### src/rtl/apu_cmd_sequencer_if.sv
// ----------------------------------------------------------------------------
// apu_cmd_sequencer_if
//   Bundles the byte-stream input and register-write output of the APU command
//   sequencer.
//   master : host/bench side, drives rx_valid/rx_data, observes the results
//   slave  : sequencer side, consumes bytes, drives the register write port
// Signals
//   rx_valid   one-cycle strobe, rx_data holds a received byte
//   rx_data    received byte (8), meaningful only while rx_valid=1
//   reg_we     one-cycle APU register write strobe
//   reg_addr   APU register index (5), holds the last write
//   reg_data   APU register data (8), holds the last write
//   frame_err  one-cycle strobe on any rejected byte or frame
//   link       stretched link-activity status
//   state      parser FSM state, exported for observation
// Handshake: there is no back-pressure. A byte is consumed on every rising edge
// where rx_valid=1, including on consecutive cycles; outputs are registered.
// ----------------------------------------------------------------------------
interface apu_cmd_sequencer_if;
    logic       rx_valid;
    logic [7:0] rx_data;
    logic       reg_we;
    logic [4:0] reg_addr;
    logic [7:0] reg_data;
    logic       frame_err;
    logic       link;
    logic [1:0] state;

    modport master (
        output rx_valid, rx_data,
        input  reg_we, reg_addr, reg_data, frame_err, link, state
    );

    modport slave (
        input  rx_valid, rx_data,
        output reg_we, reg_addr, reg_data, frame_err, link, state
    );
endinterface

### src/rtl/apu_cmd_sequencer.sv
// ----------------------------------------------------------------------------
// apu_cmd_sequencer
//   Parses the serial host byte stream into APU register writes. Each write is
//   a 3-byte frame ADDR, DATA, CHK with CHK = {3'b0,addr} ^ data ^ 8'h5A.
//   An inter-byte gap timer drops partial frames, and a retriggerable hold
//   timer drives the link-activity status.
// Ports
//   clk  in  system clock, rising edge
//   rst  in  asynchronous reset, active-high
//   bus  slave modport of apu_cmd_sequencer_if (byte input, write output,
//        frame_err, link, state)
// ----------------------------------------------------------------------------
module apu_cmd_sequencer #(
    parameter int OSCRATE     = 12_000_000,
    parameter int BAUDRATE    = 9600,
    parameter int GAP_BYTES   = 2,
    parameter int LINK_CYCLES = 1_200_000
) (
    input  logic                  clk,
    input  logic                  rst,
    apu_cmd_sequencer_if.slave    bus
);
    // One byte on the wire is 10 bit times (start + 8 data + stop).
    localparam int TIMEOUT = GAP_BYTES * 10 * OSCRATE / BAUDRATE;
    // The gap counter only ever reaches TIMEOUT-1.
    localparam int GAP_W   = (TIMEOUT > 1) ? $clog2(TIMEOUT) : 1;
    // +1 so that a power-of-two LINK_CYCLES still fits in the hold counter.
    localparam int LINK_W  = $clog2(LINK_CYCLES + 1);

    localparam logic [GAP_W-1:0]  GAP_LAST  = GAP_W'(TIMEOUT - 1);
    localparam logic [GAP_W-1:0]  GAP_ONE   = GAP_W'(1);
    localparam logic [LINK_W-1:0] LINK_LOAD = LINK_W'(LINK_CYCLES);
    localparam logic [LINK_W-1:0] LINK_ONE  = LINK_W'(1);

    localparam logic [1:0] S_ADDR = 2'd0;
    localparam logic [1:0] S_DATA = 2'd1;
    localparam logic [1:0] S_CHK  = 2'd2;

    logic [1:0]        state_q,     state_d;
    logic [4:0]        addr_q,      addr_d;
    logic [7:0]        data_q,      data_d;
    logic              reg_we_q,    reg_we_d;
    logic [4:0]        reg_addr_q,  reg_addr_d;
    logic [7:0]        reg_data_q,  reg_data_d;
    logic              frame_err_q, frame_err_d;
    logic [GAP_W-1:0]  gap_q,       gap_d;
    logic [LINK_W-1:0] link_q,      link_d;

    always_comb begin
        state_d     = state_q;
        addr_d      = addr_q;
        data_d      = data_q;
        reg_we_d    = 1'b0;
        reg_addr_d  = reg_addr_q;
        reg_data_d  = reg_data_q;
        frame_err_d = 1'b0;

        // Gap timer: cleared by every byte, otherwise counts and saturates.
        if (bus.rx_valid) begin
            gap_d = '0;
        end else if (gap_q != GAP_LAST) begin
            gap_d = gap_q + GAP_ONE;
        end else begin
            gap_d = gap_q;
        end

        link_d = (link_q != '0) ? (link_q - LINK_ONE) : link_q;

        // A byte arriving on the timeout cycle takes priority over the timeout.
        if (bus.rx_valid) begin
            case (state_q)
                S_ADDR: begin
                    if (bus.rx_data <= 8'h17) begin
                        addr_d  = bus.rx_data[4:0];
                        state_d = S_DATA;
                    end else begin
                        frame_err_d = 1'b1;
                    end
                end
                S_DATA: begin
                    data_d  = bus.rx_data;
                    state_d = S_CHK;
                end
                S_CHK: begin
                    if (bus.rx_data == ({3'b000, addr_q} ^ data_q ^ 8'h5A)) begin
                        reg_we_d   = 1'b1;
                        reg_addr_d = addr_q;
                        reg_data_d = data_q;
                        link_d     = LINK_LOAD;
                    end else begin
                        frame_err_d = 1'b1;
                    end
                    state_d = S_ADDR;
                end
                default: state_d = S_ADDR;
            endcase
        end else if ((state_q != S_ADDR) && (gap_q == GAP_LAST)) begin
            // Partial frame stalled too long: resync on the next byte.
            state_d     = S_ADDR;
            frame_err_d = 1'b1;
        end
    end

    always_ff @(posedge clk or posedge rst) begin
        if (rst) begin
            state_q     <= S_ADDR;
            addr_q      <= '0;
            data_q      <= '0;
            reg_we_q    <= 1'b0;
            reg_addr_q  <= '0;
            reg_data_q  <= '0;
            frame_err_q <= 1'b0;
            gap_q       <= '0;
            link_q      <= '0;
        end else begin
            state_q     <= state_d;
            addr_q      <= addr_d;
            data_q      <= data_d;
            reg_we_q    <= reg_we_d;
            reg_addr_q  <= reg_addr_d;
            reg_data_q  <= reg_data_d;
            frame_err_q <= frame_err_d;
            gap_q       <= gap_d;
            link_q      <= link_d;
        end
    end

    assign bus.reg_we    = reg_we_q;
    assign bus.reg_addr  = reg_addr_q;
    assign bus.reg_data  = reg_data_q;
    assign bus.frame_err = frame_err_q;
    assign bus.link      = (link_q != '0);
    assign bus.state     = state_q;
endmodule

### src/flat_wrapper.sv
// flat-port wrapper written by rule: the top's interface ports become plain ports
module apu_cmd_sequencer_flat 
#(
    parameter int OSCRATE     = 12_000_000,
    parameter int BAUDRATE    = 9600,
    parameter int GAP_BYTES   = 2,
    parameter int LINK_CYCLES = 1_200_000
)
  (clk, rst, bus_rx_valid, bus_rx_data, bus_reg_we, bus_reg_addr, bus_reg_data, bus_frame_err, bus_link, bus_state);
  apu_cmd_sequencer_if bus_i ();
  input  logic clk;
  input  logic rst;
  input wire logic [$bits(bus_i.rx_valid)-1:0] bus_rx_valid;
  input wire logic [$bits(bus_i.rx_data)-1:0] bus_rx_data;
  output wire logic [$bits(bus_i.reg_we)-1:0] bus_reg_we;
  output wire logic [$bits(bus_i.reg_addr)-1:0] bus_reg_addr;
  output wire logic [$bits(bus_i.reg_data)-1:0] bus_reg_data;
  output wire logic [$bits(bus_i.frame_err)-1:0] bus_frame_err;
  output wire logic [$bits(bus_i.link)-1:0] bus_link;
  output wire logic [$bits(bus_i.state)-1:0] bus_state;
  assign bus_i.rx_valid = bus_rx_valid;
  assign bus_i.rx_data = bus_rx_data;
  assign bus_reg_we = bus_i.reg_we;
  assign bus_reg_addr = bus_i.reg_addr;
  assign bus_reg_data = bus_i.reg_data;
  assign bus_frame_err = bus_i.frame_err;
  assign bus_link = bus_i.link;
  assign bus_state = bus_i.state;
  apu_cmd_sequencer #(.OSCRATE(OSCRATE), .BAUDRATE(BAUDRATE), .GAP_BYTES(GAP_BYTES), .LINK_CYCLES(LINK_CYCLES)) u_core (.clk(clk), .rst(rst), .bus(bus_i));
endmodule
### config.mk
export PLATFORM = sky130hd
export DESIGN_NAME = apu_cmd_sequencer_flat
export DESIGN_NICKNAME = d
export VERILOG_FILES = /design/src/rtl/apu_cmd_sequencer_if.sv /design/src/rtl/apu_cmd_sequencer.sv /design/src/flat_wrapper.sv
export SDC_FILE = /design/constraint.sdc
export NUM_CORES = 1
export LEC_CHECK = 0
export CORE_ASPECT_RATIO = 0.9
export CORE_MARGIN = 3
export CORE_UTILIZATION = 55
export DETAILED_ROUTE_END_ITERATION = 8
export PLACE_DENSITY = 0.74
export SYNTH_ARGS = -nofsm -noshare
export SYNTH_HDL_FRONTEND = slang
export SYNTH_SLANG_ARGS = --single-unit
### constraint.sdc
create_clock -name clk -period 5.5 [get_ports clk]
set_input_delay 0.825 -clock clk [delete_from_list [all_inputs] [get_ports clk]]
set_output_delay 0.825 -clock clk [all_outputs]
set_load 0.01 [all_outputs]
==> results of run 1 <==
## per-layer routing
metal / global-route usage [%] / vias up / wire, um
met5: 0 / - / 0
met4: 6.804 / 0 / 91
met3: 6.794 / 9 / 230
met2: 28.42 / 31 / 2475
met1: 24.50 / 1014 / 2723
li1: - / 1069 / -
## sequential cells by signal, indices dropped and copies added (netlist names)
register              cells
u_core.bus.reg_data       8
u_core.bus.reg_addr       5
u_core.data_q             8
u_core.bus.state          2
u_core.addr_q             5
u_core.gap_q             15
u_core.bus.frame_err      1
u_core.link_q            21
u_core.bus.reg_we         1
## stage by stage
step	utilization (%)	std cells	worst slack (ns)
after floorplan	-	280	3.020
after global placement	64.70	370	2.306
after detailed placement	64.70	370	2.253
after CTS	68.00	386	1.955
after global routing	68.00	386	1.820
final	68.00	386	1.979
## logic make-up after synthesis
family,after synthesis,share of synthesized area (%)
buffers and inverters,9,1.511
DFF,66,52.51
muxes,26,9.666
AOI/OAI and AO/OA,32,5.967
and+or+nand+nor,110,19.81
xor gates and xnor gates,35,9.745
adders and majority gates,2,0.7954
## cell usage in the layout, fill, tap and decap left out, types with 3 or more instances in the layout
master,n
a2111oi_0,3
a21oi_1,13
and3_1,5
clkbuf_8,9
clkdlybuf4s50_1,28
clkinvlp_4,3
dfrtp_1,66
mux2_2,23
mux2_4,3
nand2_1,21
nand2b_1,3
nand3_1,11
nor2_1,26
nor3_1,9
nor4_1,4
o21ai_0,10
or3_1,9
or4_1,4
xnor2_1,24
xor2_1,11
## worst max-delay path, delay by kind of cell (launching register included)
kind | cells | cell delay (ns)
flip-flops | 1 | 0.42
AND/OR/NAND/NOR | 3 | 1.40
buffers and inverters | 1 | 0.54
## where the power goes
part / total [mW] / internal, mW / switching (mW) / leakage [nW]
Sequential: 0.613 / 0.543 / 0.0697 / 0.803
Clock: 0.361 / 0.165 / 0.196 / 0.0818
Combinational: 0.172 / 0.0959 / 0.0757 / 0.569
Total: 1.15 / 0.804 / 0.341 / 1.45
## cell type report
class,instances,area share [%]
timing repair buffer,29,7.866
clock inverter,7,1.471
clock buffer,9,3.386
sequential,66,45.14
tap,67,2.291
inverter,3,0.3078
multi-input combinational,205,39.53
## final timing paths
check | startpoint | end | slack (ns)
worst min register to register | u_core.bus.reg_addr[1]$_DFFE_PP0P_ | u_core.bus.reg_addr[1]$_DFFE_PP0P_ | 0.51
min in group asynchronous | rst | u_core.link_q[3]$_DFF_PP0_ | 1.02
max in group asynchronous | rst | u_core.bus.reg_addr[0]$_DFFE_PP0P_ | 3.94
worst min-delay path | u_core.bus.reg_addr[1]$_DFFE_PP0P_ | u_core.bus.reg_addr[1]$_DFFE_PP0P_ | 0.51
worst max register to register | u_core.link_q[0]$_DFF_PP0_ | u_core.link_q[16]$_DFF_PP0_ | 3.26
worst max-delay path | u_core.link_q[16]$_DFF_PP0_ | bus_link | 1.98
==> results.py, run 1 <==
metrics = {
    "sta": {
        "slew_headroom_pct": 46.73,
        "finalCritPeriodShare_pct": 64.02,
        "whs_ns": 0.5124,
        "hold_violations": 0,
        "finalSetupTns_ns": 0,
        "drv_slew": 0,
        "rsz0062_at_grt": "false",
        "fmax_mhz": 284.0,
        "skew_ns": 0.007318,
        "worst_pin_slew_ns": 0.7991,
        "min_period_ns": 3.521,
        "setup_viol": 0,
    },
    "power_and_ir_drop": {
        "pwr_density_cell_nw_per_um2": 313.1,
        "p_leak_nw": 1.454,
        "vdd_drop_max_mv": 0.2586,
        "total_power_mw": 1.145,
    },
    "critical_path": {
        "cp.required_ns": 4.68,
        "cpMaxStageDelayCell": "or4_4",
        "worstRegToRegCells": 7,
        "path_cells": "or4_4 -> nor4_4 -> nand2_1 -> clkdlybuf4s50_1",
        "end_kind": "output port",
        "crit_arrival_ns": 2.70,
        "critPathMaxStageDelay_ns": 0.59,
        "startpoint_type": "flop",
        "critical_path_class": "flop to output port",
        "critPathMaxFanout": 12,
    },
    "min_path": {
        "hold_depth": 1,
        "worstHoldPathType": "flop to flop",
    },
    "floorplan": {
        "start_util_pct": 58.47,
        "dieWidth_um": 85.72,
        "design.core.area_um2": 5380,
        "num_io_pins": 29,
        "die_area_um2": 6664,
        "std_cell_rows": 25,
        "die_h_um": 77.75,
    },
    "place": {
        "dp_hpwl_um": 3790,
        "routabilityCongestion": 0.8142,
        "portBuffers": 28,
        "place_area_um2": 3481,
    },
    "synth": {
        "seq_area_frac_synth_pct": 52.51,
        "syn_area_per_cell_um2": 11.23,
        "synth_nets": 293,
        "yosys.area.top_type": "dfrtp_1",
        "synth_area_leaders": "dfrtp_1 53%, mux2_2 8.2%, xnor2_1 6.7%",
        "synthArstFlopShare_pct": 100.0,
        "yosysWarnings": 0,
        "synth-main-ff-cell": "dfrtp_1",
        "ys_ff_latch": 66,
        "synth_edf_count": 0,
        "synth.most_common_cell": "dfrtp_1",
        "synth_top_cells_by_count": "66 x dfrtp_1, 26 x nor2_1, 24 x xnor2_1",
        "syn_area_um2": 3146,
        "ys_types": 40,
        "yosysTopAreaCellShare_pct": 52.51,
        "synthCells": 280,
    },
    "global_route": {
        "gr-usage-all-layers_pct": 18.67,
        "grt_pass1_vias": 2144,
        "antenna_found_initial": 0,
        "grt-ovfl-total": 0,
        "grt_start_max_net_pins": 67,
        "grt_first_pass_wirelength_um": 9763,
    },
    "route": {
        "routed_via_density": 5.500,
        "drcViolationCount": 0,
        "vias": 2123,
        "first_pass_iters": 4,
        "drt_iter0_markers": 84,
        "drt-total-wl_um": 5520,
        "wl_per_cell_um": 14.30,
        "ant_nets": 0,
    },
    "clocking": {
        "cts_hold_buf": 0,
        "clockBufferDepth": 2,
        "tritoncts": "done",
        "clkLatencyLatePin_ns": 0.34,
        "cts_buffers": 9,
        "clk_pin_slew_ns": 0.08,
        "clock-root-buffer": "clkbuf_8",
        "cts_resized": 0,
        "htreeDepth": 3,
        "cts_setup_buffers": 0,
        "cts.sinks": 66,
    },
    "finish": {
        "nets": 327,
        "layout-drive-gt1-share_pct": 16.30,
        "regArea_um2": 1652,
        "fillers": 426,
        "design_area_um2": 3659,
        "multi_input_area_um2": 1446,
        "syn2layout_area_growth_pct": 16.31,
        "antenna_cells": 0,
    },
    "status": {
        "status": "complete, no violations",
    },
    "run": {
        "drv_cap": 0,
    },
}
Power figures use the tool's default switching activity.
==> inputs of run 2 (changes only) <==
Settings changed: CORE_UTILIZATION 55 to 51, PLACE_DENSITY 0.74 to 0.72.
Clock period 5.5 ns to 3.2 ns, I/O delays scaled along.
==> run 2 against run 1 <==
Against the previous run:
- power grew 71%
- utilization shrank 4.6 points
- flip-flop and latch count is the same
- cell count grew 2.1%
- sequential power grew 71%
- hold slack is essentially flat
- clock skew grew 0.0017 ns
- first-iteration DRC count grew 38%
- clock power grew 68%
- final area grew 0.96%
- via count grew 3.2%
==> results.py, run 2 (synthesized netlist as in run 1, its figures left out) <==
metrics = {
    "finish": {
        "final_cell_mix": "66 x dfrtp_1, 28 x clkdlybuf4s50_1, 26 x nor2_1",
        "nets": 332,
        "layout-drive-gt1-share_pct": 17.28,
        "antenna_cells": 0,
        "reg_top3": "u_core.link_q x21, u_core.gap_q x15",
        "largest_register_ffs": 21,
        "fillers": 492,
        "syn2layout_area_growth_pct": 17.42,
        "final_common_cell": "dfrtp_1",
        "regMostFlops": "u_core.link_q",
    },
    "route": {
        "first_pass_iters": 4,
        "highest_layer": "met4",
        "drt_iter0_markers": 116,
        "met3WireLength_um": 248,
        "ant_nets": 0,
        "drt-total-wl_um": 5752,
        "wl_met2_um": 2687,
        "drcViolationCount": 0,
        "vias": 2190,
        "routed_via_density": 5.558,
        "wl_per_cell_um": 14.60,
        "drt-met1-wl_um": 2788,
    },
    "sta": {
        "whs_ns": 0.5122,
        "rsz0062_at_grt": "false",
        "min_period_ns": 2.838,
        "skew_ns": 0.009059,
        "finalSetupTns_ns": 0,
        "worst_pin_slew_ns": 0.6722,
        "setup_viol": 0,
        "slew_headroom_pct": 55.12,
        "fmax_mhz": 352.4,
        "finalCritPeriodShare_pct": 88.69,
        "drv_slew": 0,
        "hold_violations": 0,
    },
    "place": {
        "portBuffers": 28,
        "dp_hpwl_um": 4029,
        "routabilityCongestion": 0.7936,
    },
    "critical_path": {
        "cp.required_ns": 2.72,
        "critPathMaxFanout": 6,
        "reg2reg_from": "u_core.link_q[0]$_DFF_PP0_",
        "ff2ff_setup_slack_ns": 1.07,
        "end_kind": "output port",
        "worstRegToRegCells": 8,
        "crit_arrival_ns": 2.36,
        "startpoint_type": "flop",
        "critical_path_class": "flop to output port",
        "r2r_end": "u_core.link_q[16]$_DFF_PP0_",
    },
    "global_route": {
        "grt_start_max_net_pins": 34,
        "gr-usage-all-layers_pct": 18.45,
        "grt_pass1_vias": 2174,
        "grt_first_pass_wirelength_um": 10150,
        "grt-ovfl-total": 0,
        "antenna_found_initial": 0,
    },
    "clocking": {
        "cts_buffers": 9,
        "cts.sinks": 66,
        "htreeDepth": 3,
        "tritoncts": "done",
        "cts_setup_buffers": 0,
        "clkLatencyLatePin_ns": 0.34,
        "clockBufferDepth": 2,
        "cts_resized": 0,
        "cts_hold_buf": 0,
        "clk_pin_slew_ns": 0.07,
        "clock-root-buffer": "clkbuf_8",
    },
    "floorplan": {
        "die_h_um": 80.51,
        "num_io_pins": 29,
        "start_util_pct": 54.02,
        "dieWidth_um": 88.78,
        "design.core.area_um2": 5823,
        "die_area_um2": 7147,
        "std_cell_rows": 26,
    },
    "min_path": {
        "worstHoldPathType": "flop to flop",
        "hold_depth": 1,
        "min_from": "u_core.bus.reg_data[4]$_DFFE_PP0P_",
        "holdPathEnd": "u_core.bus.reg_data[4]$_DFFE_PP0P_",
    },
    "power_and_ir_drop": {
        "p_leak_nw": 1.483,
        "pwr_density_cell_nw_per_um2": 530.4,
        "vdd_drop_max_mv": 0.3825,
    },
    "run": {
        "drv_cap": 0,
    },
    "status": {
        "status": "complete, no violations",
    },
}
run 2: changes by cell type in the layout (fill, tap and decap cells not counted), sizes merged:
| cell | change |
|---|---|
| buf | +5 |
| clkbuf | +2 |
| clkinvlp | -1 |
| inv | -1 |
run 2: routing by layer:
metal / vias up / GRT usage [%]
met1: 1073 / 25.31
met4: 0 / 4.381
met2: 44 / 28.12
met3: 4 / 6.256
li1: 1069 / -
met5: - / 0
run 2: metrics by stage:
step | instances | setup WS, ns | instance area [um2] | util [%] | total power, mW
finish | 394 | 0.3620 | 3694 | 63.43 | 1.959
global route | 394 | 0.1220 | 3694 | 63.43 | 2.082
CTS | 394 | 0.3306 | 3694 | 63.43 | 1.983
detailed placement | 378 | 0.5923 | 3522 | 60.49 | 1.372
global placement | 378 | 0.6724 | 3522 | 60.49 | 1.356
floorplan | 280 | 1.065 | 3146 | - | 1.275
run 2: worst max-delay path, stage by stage, from the launching register on:
cell,delay (ns)
dfrtp_1,0.43
inv_1,0.08
ha_1,0.20
nor3b_1,0.24
buf_4,0.17
and3_1,0.21
nand2_1,0.17
clkdlybuf4s50_1,0.52
run 2: how the worst max path moves through the flow:
stage / start / to / slack (ns)
after global placement: bus_rx_data[1] / u_core.bus.reg_addr[1]$_DFFE_PP0P_ / 0.67
after detailed placement: bus_rx_data[1] / u_core.bus.reg_addr[2]$_DFFE_PP0P_ / 0.59
final: u_core.link_q[0]$_DFF_PP0_ / bus_link / 0.36
after global routing: u_core.link_q[0]$_DFF_PP0_ / bus_link / 0.12
after floorplan: rst / u_core.addr_q[0]$_DFFE_PP0P_ / 1.07
after CTS: u_core.link_q[0]$_DFF_PP0_ / bus_link / 0.33
run 2: layout make-up:
| cell class | count | area [um2] | area share (%) |
|---|---|---|---|
| Clock buffer | 11 | 141.4 | 3.828 |
| Clock inverter | 5 | 30.03 | 0.8130 |
| Inverter | 3 | 11.26 | 0.3049 |
| Multi-Input combinational cell | 205 | 1446 | 39.16 |
| Sequential cell | 66 | 1652 | 44.72 |
| Tap cell | 70 | 87.58 | 2.371 |
| Timing Repair Buffer | 34 | 325.3 | 8.808 |
run 2: report_power, final:
group | total, mW | internal [mW] | switching [mW] | leakage [nW]
logic | 0.299 | 0.168 | 0.131 | 0.595
registers | 1.05 | 0.934 | 0.120 | 0.803
clock network | 0.605 | 0.298 | 0.307 | 0.0851
